==> src/rtl/mod12_cnt_sched.sv <==
// mod12_cnt_sched: two-requester round-robin command scheduler that drives the
// load/mode/data_in pins of a mod-MOD up/down counter. Commands are LOAD,
// UP-by-N and DOWN-by-N. Between commands the counter is held by reloading
// its own value.
module mod12_cnt_sched #(
  parameter int MOD = 12
) (
  input  logic       clk,
  input  logic       rst,
  input  logic [1:0] req,
  input  logic [1:0] op0,
  input  logic [1:0] op1,
  input  logic [3:0] arg0,
  input  logic [3:0] arg1,
  output logic [1:0] gnt,
  output logic [1:0] done,
  output logic       err,
  output logic       busy,
  output logic       cnt_load,
  output logic       cnt_mode,
  output logic [3:0] cnt_data_in,
  input  logic [3:0] cnt_data_out
);

  localparam logic [1:0] OP_LOAD = 2'b00;
  localparam logic [1:0] OP_UP   = 2'b01;
  localparam logic [1:0] OP_DOWN = 2'b10;
  localparam logic [1:0] OP_BAD  = 2'b11;

  typedef enum logic [1:0] {
    S_IDLE = 2'd0,
    S_LOAD = 2'd1,
    S_STEP = 2'd2,
    S_DONE = 2'd3
  } state_t;

  state_t state_reg, state_next;

  // Per-requester command view and classification.
  logic [1:0] op_vec   [2];
  logic [3:0] arg_vec  [2];
  logic [1:0] load_ok;
  logic [1:0] step_cmd;
  logic [1:0] reject;

  assign op_vec[0]  = op0;
  assign op_vec[1]  = op1;
  assign arg_vec[0] = arg0;
  assign arg_vec[1] = arg1;

  genvar gi;
  generate
    for (gi = 0; gi < 2; gi++) begin : g_cls
      // A LOAD is only legal when its value is a valid counter value.
      assign load_ok[gi]  = (op_vec[gi] == OP_LOAD) && (int'(arg_vec[gi]) < MOD);
      // A zero-length step is not an error, it just completes without moving.
      assign step_cmd[gi] = ((op_vec[gi] == OP_UP) || (op_vec[gi] == OP_DOWN)) &&
                            (arg_vec[gi] != 4'd0);
      assign reject[gi]   = (op_vec[gi] == OP_BAD) ||
                            ((op_vec[gi] == OP_LOAD) && !load_ok[gi]);
    end
  endgenerate

  // Latched command context.
  logic       ptr_reg, ptr_next;             // last granted requester
  logic       served_reg, served_next;       // requester being served
  logic       step_up_reg, step_up_next;     // direction of a STEP command
  logic [3:0] arg_reg, arg_next;             // LOAD value
  logic [3:0] remaining_reg, remaining_next; // steps left including current
  logic       hold_only_reg, hold_only_next; // rejected/zero-step: no counter move
  logic       err_flag_reg, err_flag_next;   // completion status to report

  // Registered outputs and the data_in mux select.
  logic [1:0] gnt_next, done_next;
  logic       err_next, busy_next, cnt_load_next, cnt_mode_next;
  logic       drive_arg_reg, drive_arg_next;

  // Arbitration: single requester always wins, on contention the one not served last.
  logic win;
  logic accept;

  always_comb begin
    win = 1'b0;
    if (req == 2'b11) begin
      win = ~ptr_reg;
    end else if (req[1]) begin
      win = 1'b1;
    end
  end

  // New commands are taken in IDLE and at the end of DONE, so no bubble follows DONE.
  assign accept = ((state_reg == S_IDLE) || (state_reg == S_DONE)) && (req != 2'b00);

  // State register.
  always_ff @(posedge clk or posedge rst) begin
    if (rst) begin
      state_reg <= S_IDLE;
    end else begin
      state_reg <= state_next;
    end
  end

  // Next-state logic. Rejected and zero-step commands pass through the LOAD
  // state with the hold drive so their done lands one cycle after grant.
  always_comb begin
    state_next = state_reg;
    case (state_reg)
      S_IDLE, S_DONE: begin
        if (accept) begin
          if (step_cmd[win]) begin
            state_next = S_STEP;
          end else begin
            state_next = S_LOAD;
          end
        end else begin
          state_next = S_IDLE;
        end
      end
      S_LOAD: state_next = S_DONE;
      S_STEP: begin
        if (remaining_reg == 4'd1) begin
          state_next = S_DONE;
        end
      end
      default: state_next = S_IDLE;
    endcase
  end

  // Command context: latch the winner's command on accept, count steps down in STEP.
  always_comb begin
    ptr_next       = ptr_reg;
    served_next    = served_reg;
    step_up_next   = step_up_reg;
    arg_next       = arg_reg;
    remaining_next = remaining_reg;
    hold_only_next = hold_only_reg;
    err_flag_next  = err_flag_reg;
    if (accept) begin
      ptr_next       = win;
      served_next    = win;
      step_up_next   = (op_vec[win] == OP_UP);
      arg_next       = arg_vec[win];
      remaining_next = arg_vec[win];
      hold_only_next = !load_ok[win] && !step_cmd[win];
      err_flag_next  = reject[win];
    end else if (state_reg == S_STEP) begin
      remaining_next = remaining_reg - 4'd1;
    end
  end

  // Command context registers.
  always_ff @(posedge clk or posedge rst) begin
    if (rst) begin
      ptr_reg       <= 1'b1;
      served_reg    <= 1'b0;
      step_up_reg   <= 1'b0;
      arg_reg       <= 4'd0;
      remaining_reg <= 4'd0;
      hold_only_reg <= 1'b0;
      err_flag_reg  <= 1'b0;
    end else begin
      ptr_reg       <= ptr_next;
      served_reg    <= served_next;
      step_up_reg   <= step_up_next;
      arg_reg       <= arg_next;
      remaining_reg <= remaining_next;
      hold_only_reg <= hold_only_next;
      err_flag_reg  <= err_flag_next;
    end
  end

  // Output logic: next values of the registered outputs, derived from the next state.
  always_comb begin
    gnt_next       = 2'b00;
    done_next      = 2'b00;
    err_next       = 1'b0;
    busy_next      = (state_next != S_IDLE);
    cnt_load_next  = (state_next != S_STEP);
    cnt_mode_next  = (state_next == S_STEP) && step_up_next;
    drive_arg_next = (state_next == S_LOAD) && !hold_only_next;
    if (accept) begin
      gnt_next = win ? 2'b10 : 2'b01;
    end
    if (state_next == S_DONE) begin
      done_next = served_reg ? 2'b10 : 2'b01;
      err_next  = err_flag_reg;
    end
  end

  // Output registers; reset drops any command in flight without a done.
  always_ff @(posedge clk or posedge rst) begin
    if (rst) begin
      gnt           <= 2'b00;
      done          <= 2'b00;
      err           <= 1'b0;
      busy          <= 1'b0;
      cnt_load      <= 1'b1;
      cnt_mode      <= 1'b0;
      drive_arg_reg <= 1'b0;
    end else begin
      gnt           <= gnt_next;
      done          <= done_next;
      err           <= err_next;
      busy          <= busy_next;
      cnt_load      <= cnt_load_next;
      cnt_mode      <= cnt_mode_next;
      drive_arg_reg <= drive_arg_next;
    end
  end

  // Counter data: the LOAD value during a real LOAD, otherwise the counter's own value.
  assign cnt_data_in = drive_arg_reg ? arg_reg : cnt_data_out;

endmodule

==> config.mk <==
export PLATFORM = sky130hd
export DESIGN_NAME = mod12_cnt_sched
export DESIGN_NICKNAME = d
export VERILOG_FILES = /design/src/rtl/mod12_cnt_sched.sv
export SDC_FILE = /design/constraint.sdc
export NUM_CORES = 1
export LEC_CHECK = 0
export CAP_MARGIN = 20
export CORE_MARGIN = 4
export CORE_UTILIZATION = 47
export CTS_CLUSTER_DIAMETER = 40
export DETAILED_ROUTE_END_ITERATION = 7
export GPL_ROUTABILITY_DRIVEN = 1
export PLACE_DENSITY = 0.89
export SETUP_SLACK_MARGIN = 0.1
export SLEW_MARGIN = 20
export SYNTH_ARGS = -nofsm -noshare
export SYNTH_HDL_FRONTEND = slang
export SYNTH_SLANG_ARGS = --single-unit
==> constraint.sdc <==
create_clock -name clk -period 2 [get_ports clk]
set_input_delay 0.4 -clock clk [delete_from_list [all_inputs] [get_ports clk]]
set_output_delay 0.4 -clock clk [all_outputs]
set_load 0.05 [all_outputs]
==> results of run 1 <==
-- cells in the final DEF, fill, tap and decap left out, types with 4 or more instances in the layout --
cell type	synthesis	routed
mux2_2	4	4
buf_4	0	8
ha_1	8	8
inv_1	11	11
dlymetal6s2s_1	0	6
nand2_1	7	7
a222oi_1	4	4
nor2_1	6	6
buf_12	0	4
nor3_1	5	5
a21oi_1	4	4
dfrtp_1	21	21
clkdlybuf4s50_1	0	20
a31oi_1	4	4
-- Yosys cell counts, drive strengths merged, types with 4 or more instances --
cell    instances
ha              8
mux2            5
nor3            5
dfrtp          21
a222oi          4
a21o            4
a31oi           4
inv            11
nand2           7
nor2            7
buf             4
a21oi           4
-- cell type report --
| type | count | area [um^2] |
|---|---|---|
| fill | 195 | 820 |
| sequential | 23 | 578 |
| multi-input combinational | 73 | 559 |
| timing repair buffer | 38 | 415 |
| inverter | 11 | 41.3 |
| tap | 30 | 37.5 |
| clock buffer | 4 | 26.3 |
-- metal layers --
metal	vias up	routed length (um)	track usage
li1	478	-	-
met1	477	1120	0.228
met2	31	1480	0.312
met3	4	166	0.0219
met4	0	65	0.0971
met5	-	0	0
-- worst reg2reg max path, delay by kind of cell (launching register included) --
kind            cells  cell delay [ns]
compound gates      3             0.58
buf+inv             1             0.06
simple gates        1             0.30
flops               1             0.39
fa+ha+maj           1             0.39
-- path summary, 6_finish.rpt --
check	from	to	slack [ns]	depth (start not counted)
min	rst	arg_reg[0]	0.42	3
max reg2reg	state_reg[0]	remaining_reg[1]	0.24	6
min in group clk	served_reg	done[0]	0.48	1
max in group asynchronous	rst	cnt_load	1.30	3
max	gnt[0]	gnt[0]	0.16	1
min reg2reg	served_reg	done[0]	0.48	1
-- power by group through the flow --
stage | sequential [uW] | clock [uW] | combinational [uW]
3_3_place_gp | 813 | 0 | 1300
4_1_cts | 816 | 217 | 1350
6_report | 812 | 211 | 1340
5_1_grt | 841 | 246 | 1460
3_5_place_dp | 828 | 0 | 1350
2_1_floorplan | 1010 | 0 | 787
-- through the flow --
stage,hold WS (ns),util
3_5_place_dp,0.461,0.653
2_1_floorplan,0.400,-
4_1_cts,0.427,0.663
5_1_grt,0.442,0.669
3_3_place_gp,0.434,0.653
6_report,0.418,0.669
-- logic make-up (layout without fill, tap and decap cells) --
| logic type | Yosys count | in the layout |
|---|---|---|
| compound gates | 32 | 32 |
| fa+ha+maj | 8 | 8 |
| buf+inv | 15 | 53 |
| flops | 23 | 23 |
| mux | 6 | 6 |
| simple gates | 27 | 27 |
==> results.tsv, run 1 <==
metric	value	unit
placement.io_buffers	31	
switching_share	0.432	
antenna_found_initial	0	
path_cells	clkdlybuf4s50_1	
synthMuxAreaShare	0.0546	
syn_to_final_growth	36.5	%
layoutNonFillerInstCount	179	
synth_cell_type_count	38	
min_path_type	in2async	
wirelength	2.83	mm
crit_path_max_incr_delay	0.79	ns
synth-compound-area-share	0.215	
crit_type	reg2out	
start_util	0.490	
dr.pass1.iters	4	
numCtsBuffers	3	
place_ws	0.00323	ns
hpwl	2.29	mm
netlist_instances	111	
drv_cap	0	
worst_ir_drop_vdd	868	uV
cp_data_arrival_time	1.44	ns
tritoncts	done	
drtIter0Drc	44	
final-setup-viol-count	0	
grt_pass1_vias	1034	
synth_xor_area_frac	0	
antennaDiodeCount	0	
vias	990	
layout-drive-gt1-share	0.208	
p_leak	0.000852	uW
synth-seq-cells	23	
placed_cells	175	
syn_avg_cell_area	10.9	um^2
critPathCaptureType	output port	
p_clk_frac	0.089	
cp_max_fo	1	
p_int	1340	uW
critPathBufInv	1	
required	1.60	ns
yosysSeqAreaShare	0.476	
synth_top_cell_area_share	0.433	
grt_remaining_overflow	0	
final_hold_viol_count	0	
clock_latency	0.31	ns
setup_ws	0.156	ns
clock_path_buffers	2	
yosys.area_share.simple	0.108	
antenna_left	0	
die_area	3460	um^2
htree_levels	1	
synth_nets	139	
maxSlewHeadroom	0.657	
maxSlewViolCount	0	
drc_errors	0	
grt_first_pass_wirelength	4.68	mm
cellPowerDensity	1430	nW/um^2
period_needed	1.84	ns
rows	18	
cts_hold_buf	0	
power	2360	uW
die_x	58.8	um
synth_flop_cell	dfrtp_1	
num_io_pins	32	
via_per_inst	5.53	
wl_per_cell	15.8	um
cts_num_sinks	23	
finClkSkew	0.00572	ns
gp_congestion	0.920	
clock-root-buffer	clkbuf_4	
synth_edf_count	0	
core-area	2480	um^2
synth_warnings	0	
dpl_cell_area	1620	um^2
pwr-share-comb	0.567	
synth_area	1210	um^2
cp_top_family	buffers and inverters	
die_h	58.8	um
fmax	542	MHz
nets	178	
synthAdderAreaFrac	0.0824	
post_cts_resized	0	
clkTransAtPathRegs	0.12	ns
grt_util_all_layers	0.184	
synth_top_family_by_area	compound AO/OA/AOI/OAI gates	
tns	0	ns
critPathLaunchType	flip-flop	
synth_top_area_cell	dfrtp_1	
fin_crit_sh	0.922	
yosys-top-cells-area	dfrtp_1 (43%), ha_1 (8.2%), dfstp_2 (4.3%)	
rsz0062_at_grt	no	
async_flop_share	1.00	
switching_power	1020	uW
fin_area	1660	um^2
post-cts-setup-buffers	0	
outcome	complete, no violations	
worst_slew_pin_slew	0.513	ns
cp_slowest_cell	clkdlybuf4s50_1	
grt_start_max_net_pins	24	
seqPwrFrac	0.344	
Note: power is estimated with default switching activity, not from simulation.
==> run 2, diff against run 1 <==
- CORE_UTILIZATION: 47 -> 49
- CTS_BUF_LIST: unset -> sky130_fd_sc_hd__clkbuf_8
- PLACE_DENSITY: 0.89 -> 0.92
==> run 2 against run 1 <==
Against the previous run:
- cell count down 1.7%
- hold slack improved by 0.042 ns
- non-clock buffer count fell by 1
- sequential share of layout area grew 0.13 points
- design area shrank 0.38%
- clock skew shrank 0.0014 ns
- critical path type unchanged
- highest routed layer unchanged
==> results.tsv, run 2 (synthesis results as in run 1) <==
metric	value	unit
fin_crit_sh	0.900	
maxSlewViolCount	0	
fmax	556	MHz
dr.pass1.iters	4	
p_leak	0.000776	uW
finClkSkew	0.00431	ns
cts_num_sinks	23	
vias	1035	
start_util	0.534	
period_needed	1.80	ns
die_area	3340	um^2
clock-root-buffer	clkbuf_8	
layout_common_cells	clkdlybuf4s50_1 (26), dfrtp_1 (21), inv_1 (12), ha_1 (8)	
die_h	57.8	um
fin_util	0.726	
cp_data_arrival_time	1.40	ns
tns	0	ns
rows	17	
path_cells	clkdlybuf4s50_1	
layoutNonFillerInstCount	176	
cts_hold_buf	0	
cellPowerDensity	1490	nW/um^2
cp_top_family	buffers and inverters	
die_x	57.8	um
hpwl	2.25	mm
mostFrequentLayoutCell	clkdlybuf4s50_1	
rsz0062_at_grt	no	
critPathLaunchType	flip-flop	
antennaDiodeCount	0	
multi_input_area	559	um^2
drv_cap	0	
num_io_pins	32	
grt_util_all_layers	0.197	
htree_levels	1	
worst_ir_drop_vdd	981	uV
required	1.60	ns
regArea	578	um^2
outcome	complete, no violations	
grt_pass1_vias	1112	
min_from	served_reg	
worst_slew_pin_slew	0.493	ns
tritoncts	done	
cp_max_fo	1	
fill_cells	146	
crit_path_max_incr_delay	0.80	ns
reg2reg_from	state_reg[0]	
via_per_inst	5.88	
drtIter0Drc	46	
nets	177	
min_path_type	reg2reg	
critPathCaptureType	output port	
core-area	2280	um^2
grt_first_pass_wirelength	4.94	mm
placed_cells	172	
post-cts-setup-buffers	0	
cp_slowest_cell	clkdlybuf4s50_1	
grt_remaining_overflow	0	
gp_congestion	0.817	
crit_type	reg2out	
maxSlewHeadroom	0.670	
clkTransAtPathRegs	0.08	ns
post_cts_resized	0	
drc_errors	0	
final-setup-viol-count	0	
clock_latency	0.27	ns
wirelength	2.96	mm
antenna_found_initial	0	
crit_start	busy	
placement.io_buffers	31	
final_hold_viol_count	0	
numCtsBuffers	3	
clock_path_buffers	2	
layout-drive-gt1-share	0.203	
wl_per_cell	16.8	um
antenna_left	0	
grt_start_max_net_pins	24	
critPathBufInv	1	
syn_to_final_growth	35.9	%
[run 2: layer usage]
metal	track usage	vias up	share of wire
li1	-	474	-
met1	0.211	498	0.38
met2	0.335	54	0.51
met3	0.0624	9	0.084
met4	0.119	0	0.030
met5	0	-	0
[run 2: final cells by class]
type,count,area share
Sequential cell,23,0.350
Clock buffer,3,0.0250
Timing Repair Buffer,37,0.238
Tap cell,28,0.0212
Multi-Input combinational cell,73,0.339
Inverter,11,0.0250
Clock inverter,1,0.00227
[run 2: power by group]
group	internal (uW)	total, uW	switching [uW]
logic	571	1360	785
registers	691	812	121
clock network	138	287	150
total	1400	2460	1060
[run 2: per-stage QoR]
stage          worst slack, ns  cell area (um^2)  hold WS, ns  total power (uW)
2_1_floorplan            0.448              1210        0.400              1800
3_3_place_gp            0.0589              1610        0.435              2100
3_5_place_dp            0.0404              1610        0.445              2170
4_1_cts                  0.182              1650        0.462              2460
5_1_grt                  0.118              1650        0.469              2610
6_report                 0.201              1650        0.460              2460
[run 2: path summary, 6_finish.rpt]
path | cells after the start | slack, ns | to
worst min register to register | 1 | 0.46 | done[0]
worst max register to register | 6 | 0.24 | remaining_reg[2]
max in group asynchronous | 3 | 1.24 | ptr_reg
worst max-delay path | 1 | 0.20 | busy
min in group asynchronous | 3 | 0.48 | done[0]
worst min-delay path | 1 | 0.46 | done[0]
==> run 3, diff against run 2 <==
- REMOVE_ABC_BUFFERS: unset -> 1
==> run 3 against run 2 <==
Against the previous run:
- global-route usage down 0.29 points
- first-iteration DRC count is 63% higher
- sequential share of layout area down 0.83 points
==> results.tsv, run 3 (synthesis results as in run 1) <==
metric	value	unit
crit_type	reg2out	
core-area	2280	um^2
mostFrequentLayoutCell	clkdlybuf4s50_1	
path_cells	clkdlybuf4s50_1	
antenna_left	0	
post_cts_resized	0	
min_path_type	reg2reg	
antennaDiodeCount	0	
tritoncts	done	
syn_to_final_growth	39.2	%
grt_pass1_vias	1113	
placed_cells	174	
crit_path_max_incr_delay	0.81	ns
fmax	548	MHz
grt_remaining_overflow	0	
period_needed	1.83	ns
grt_util_all_layers	0.194	
rows	17	
cts_hold_buf	0	
hpwl	2.34	mm
layout-drive-gt1-share	0.240	
maxSlewHeadroom	0.660	
vias	1084	
nets	179	
drv_cap	0	
finClkSkew	0.00204	ns
num_io_pins	32	
p_leak	0.000791	uW
cp_data_arrival_time	1.43	ns
wl_per_cell	17.2	um
layoutNonFillerInstCount	178	
outcome	complete, no violations	
clkTransAtPathRegs	0.08	ns
rsz0062_at_grt	no	
grt_start_max_net_pins	24	
grt_first_pass_wirelength	5.06	mm
drtIter0Drc	75	
numCtsBuffers	3	
final_hold_viol_count	0	
die_area	3340	um^2
htree_levels	1	
final-setup-viol-count	0	
maxSlewViolCount	0	
critPathBufInv	1	
power	2540	uW
via_per_inst	6.09	
dr.pass1.iters	6	
drc_errors	0	
wirelength	3.06	mm
critPathLaunchType	flip-flop	
cp_top_family	buffers and inverters	
fin_util	0.743	
gp_congestion	0.889	
required	1.60	ns
placement.io_buffers	31	
clock_latency	0.26	ns
tns	0	ns
die_x	57.8	um
die_h	57.8	um
worst_slew_pin_slew	0.508	ns
layout_common_cells	clkdlybuf4s50_1 (26), dfrtp_1 (21), inv_1 (11), buf_4 (9)	
fin_crit_sh	0.913	
fill_cells	165	
clock-root-buffer	clkbuf_8	
cp_max_fo	1	
critPathCaptureType	output port	
post-cts-setup-buffers	0	
start_util	0.534	
antenna_found_initial	0	
cp_slowest_cell	clkdlybuf4s50_1	
cts_num_sinks	23	
worst_ir_drop_vdd	883	uV
clock_path_buffers	2	
cellPowerDensity	1500	nW/um^2
-- run 3: changes by cell type in the layout (fill, tap and decap cells not counted), sizes merged --
cell    previous run  this run
buf               11        13
inv               12        11
clkinv             0         1
-- run 3: path summary, 6_finish.rpt --
kind                              start                to  slack (ns)  cells after the start
min in group asynchronous           rst      state_reg[0]        0.47                      3
max                              gnt[0]            gnt[0]        0.17                      1
min                          served_reg           done[0]        0.46                      1
max reg2reg                state_reg[0]  remaining_reg[3]        0.25                      6
min reg2reg                  served_reg           done[0]        0.46                      1
max in group asynchronous           rst           ptr_reg        1.25                      3
-- run 3: routing by layer --
layer / part of all wire / wire length, um / GRT usage
met5: 0 / 0 / 0
met4: 0.017 / 52 / 0.0596
met3: 0.089 / 272 / 0.0379
met2: 0.52 / 1590 / 0.353
met1: 0.38 / 1150 / 0.228
-- run 3: area by class of cell --
cell class              count  area [um^2]  share of cell area
flip-flops and latches     23          578               0.342
clock inverters             1         5.00             0.00296
well taps                  28         35.0              0.0207
multi-input cells          73          583               0.345
clock buffers               3         41.3              0.0244
repair buffers             39          408               0.241
inverters                  11         41.3              0.0244
-- run 3: per-stage QoR --
stage	area (um^2)	setup slack, ns	hold WS (ns)
5_1_grt	1690	0.128	0.485
2_1_floorplan	1180	0.296	0.400
6_report	1690	0.174	0.463
3_5_place_dp	1620	-0.0619	0.441
4_1_cts	1670	0.145	0.469
3_3_place_gp	1620	0.00775	0.437
-- run 3: report_power, final --
group          switching (uW)  total (uW)  internal [uW]
Sequential                131         822            691
Combinational             818        1420            606
Clock                     150         289            139
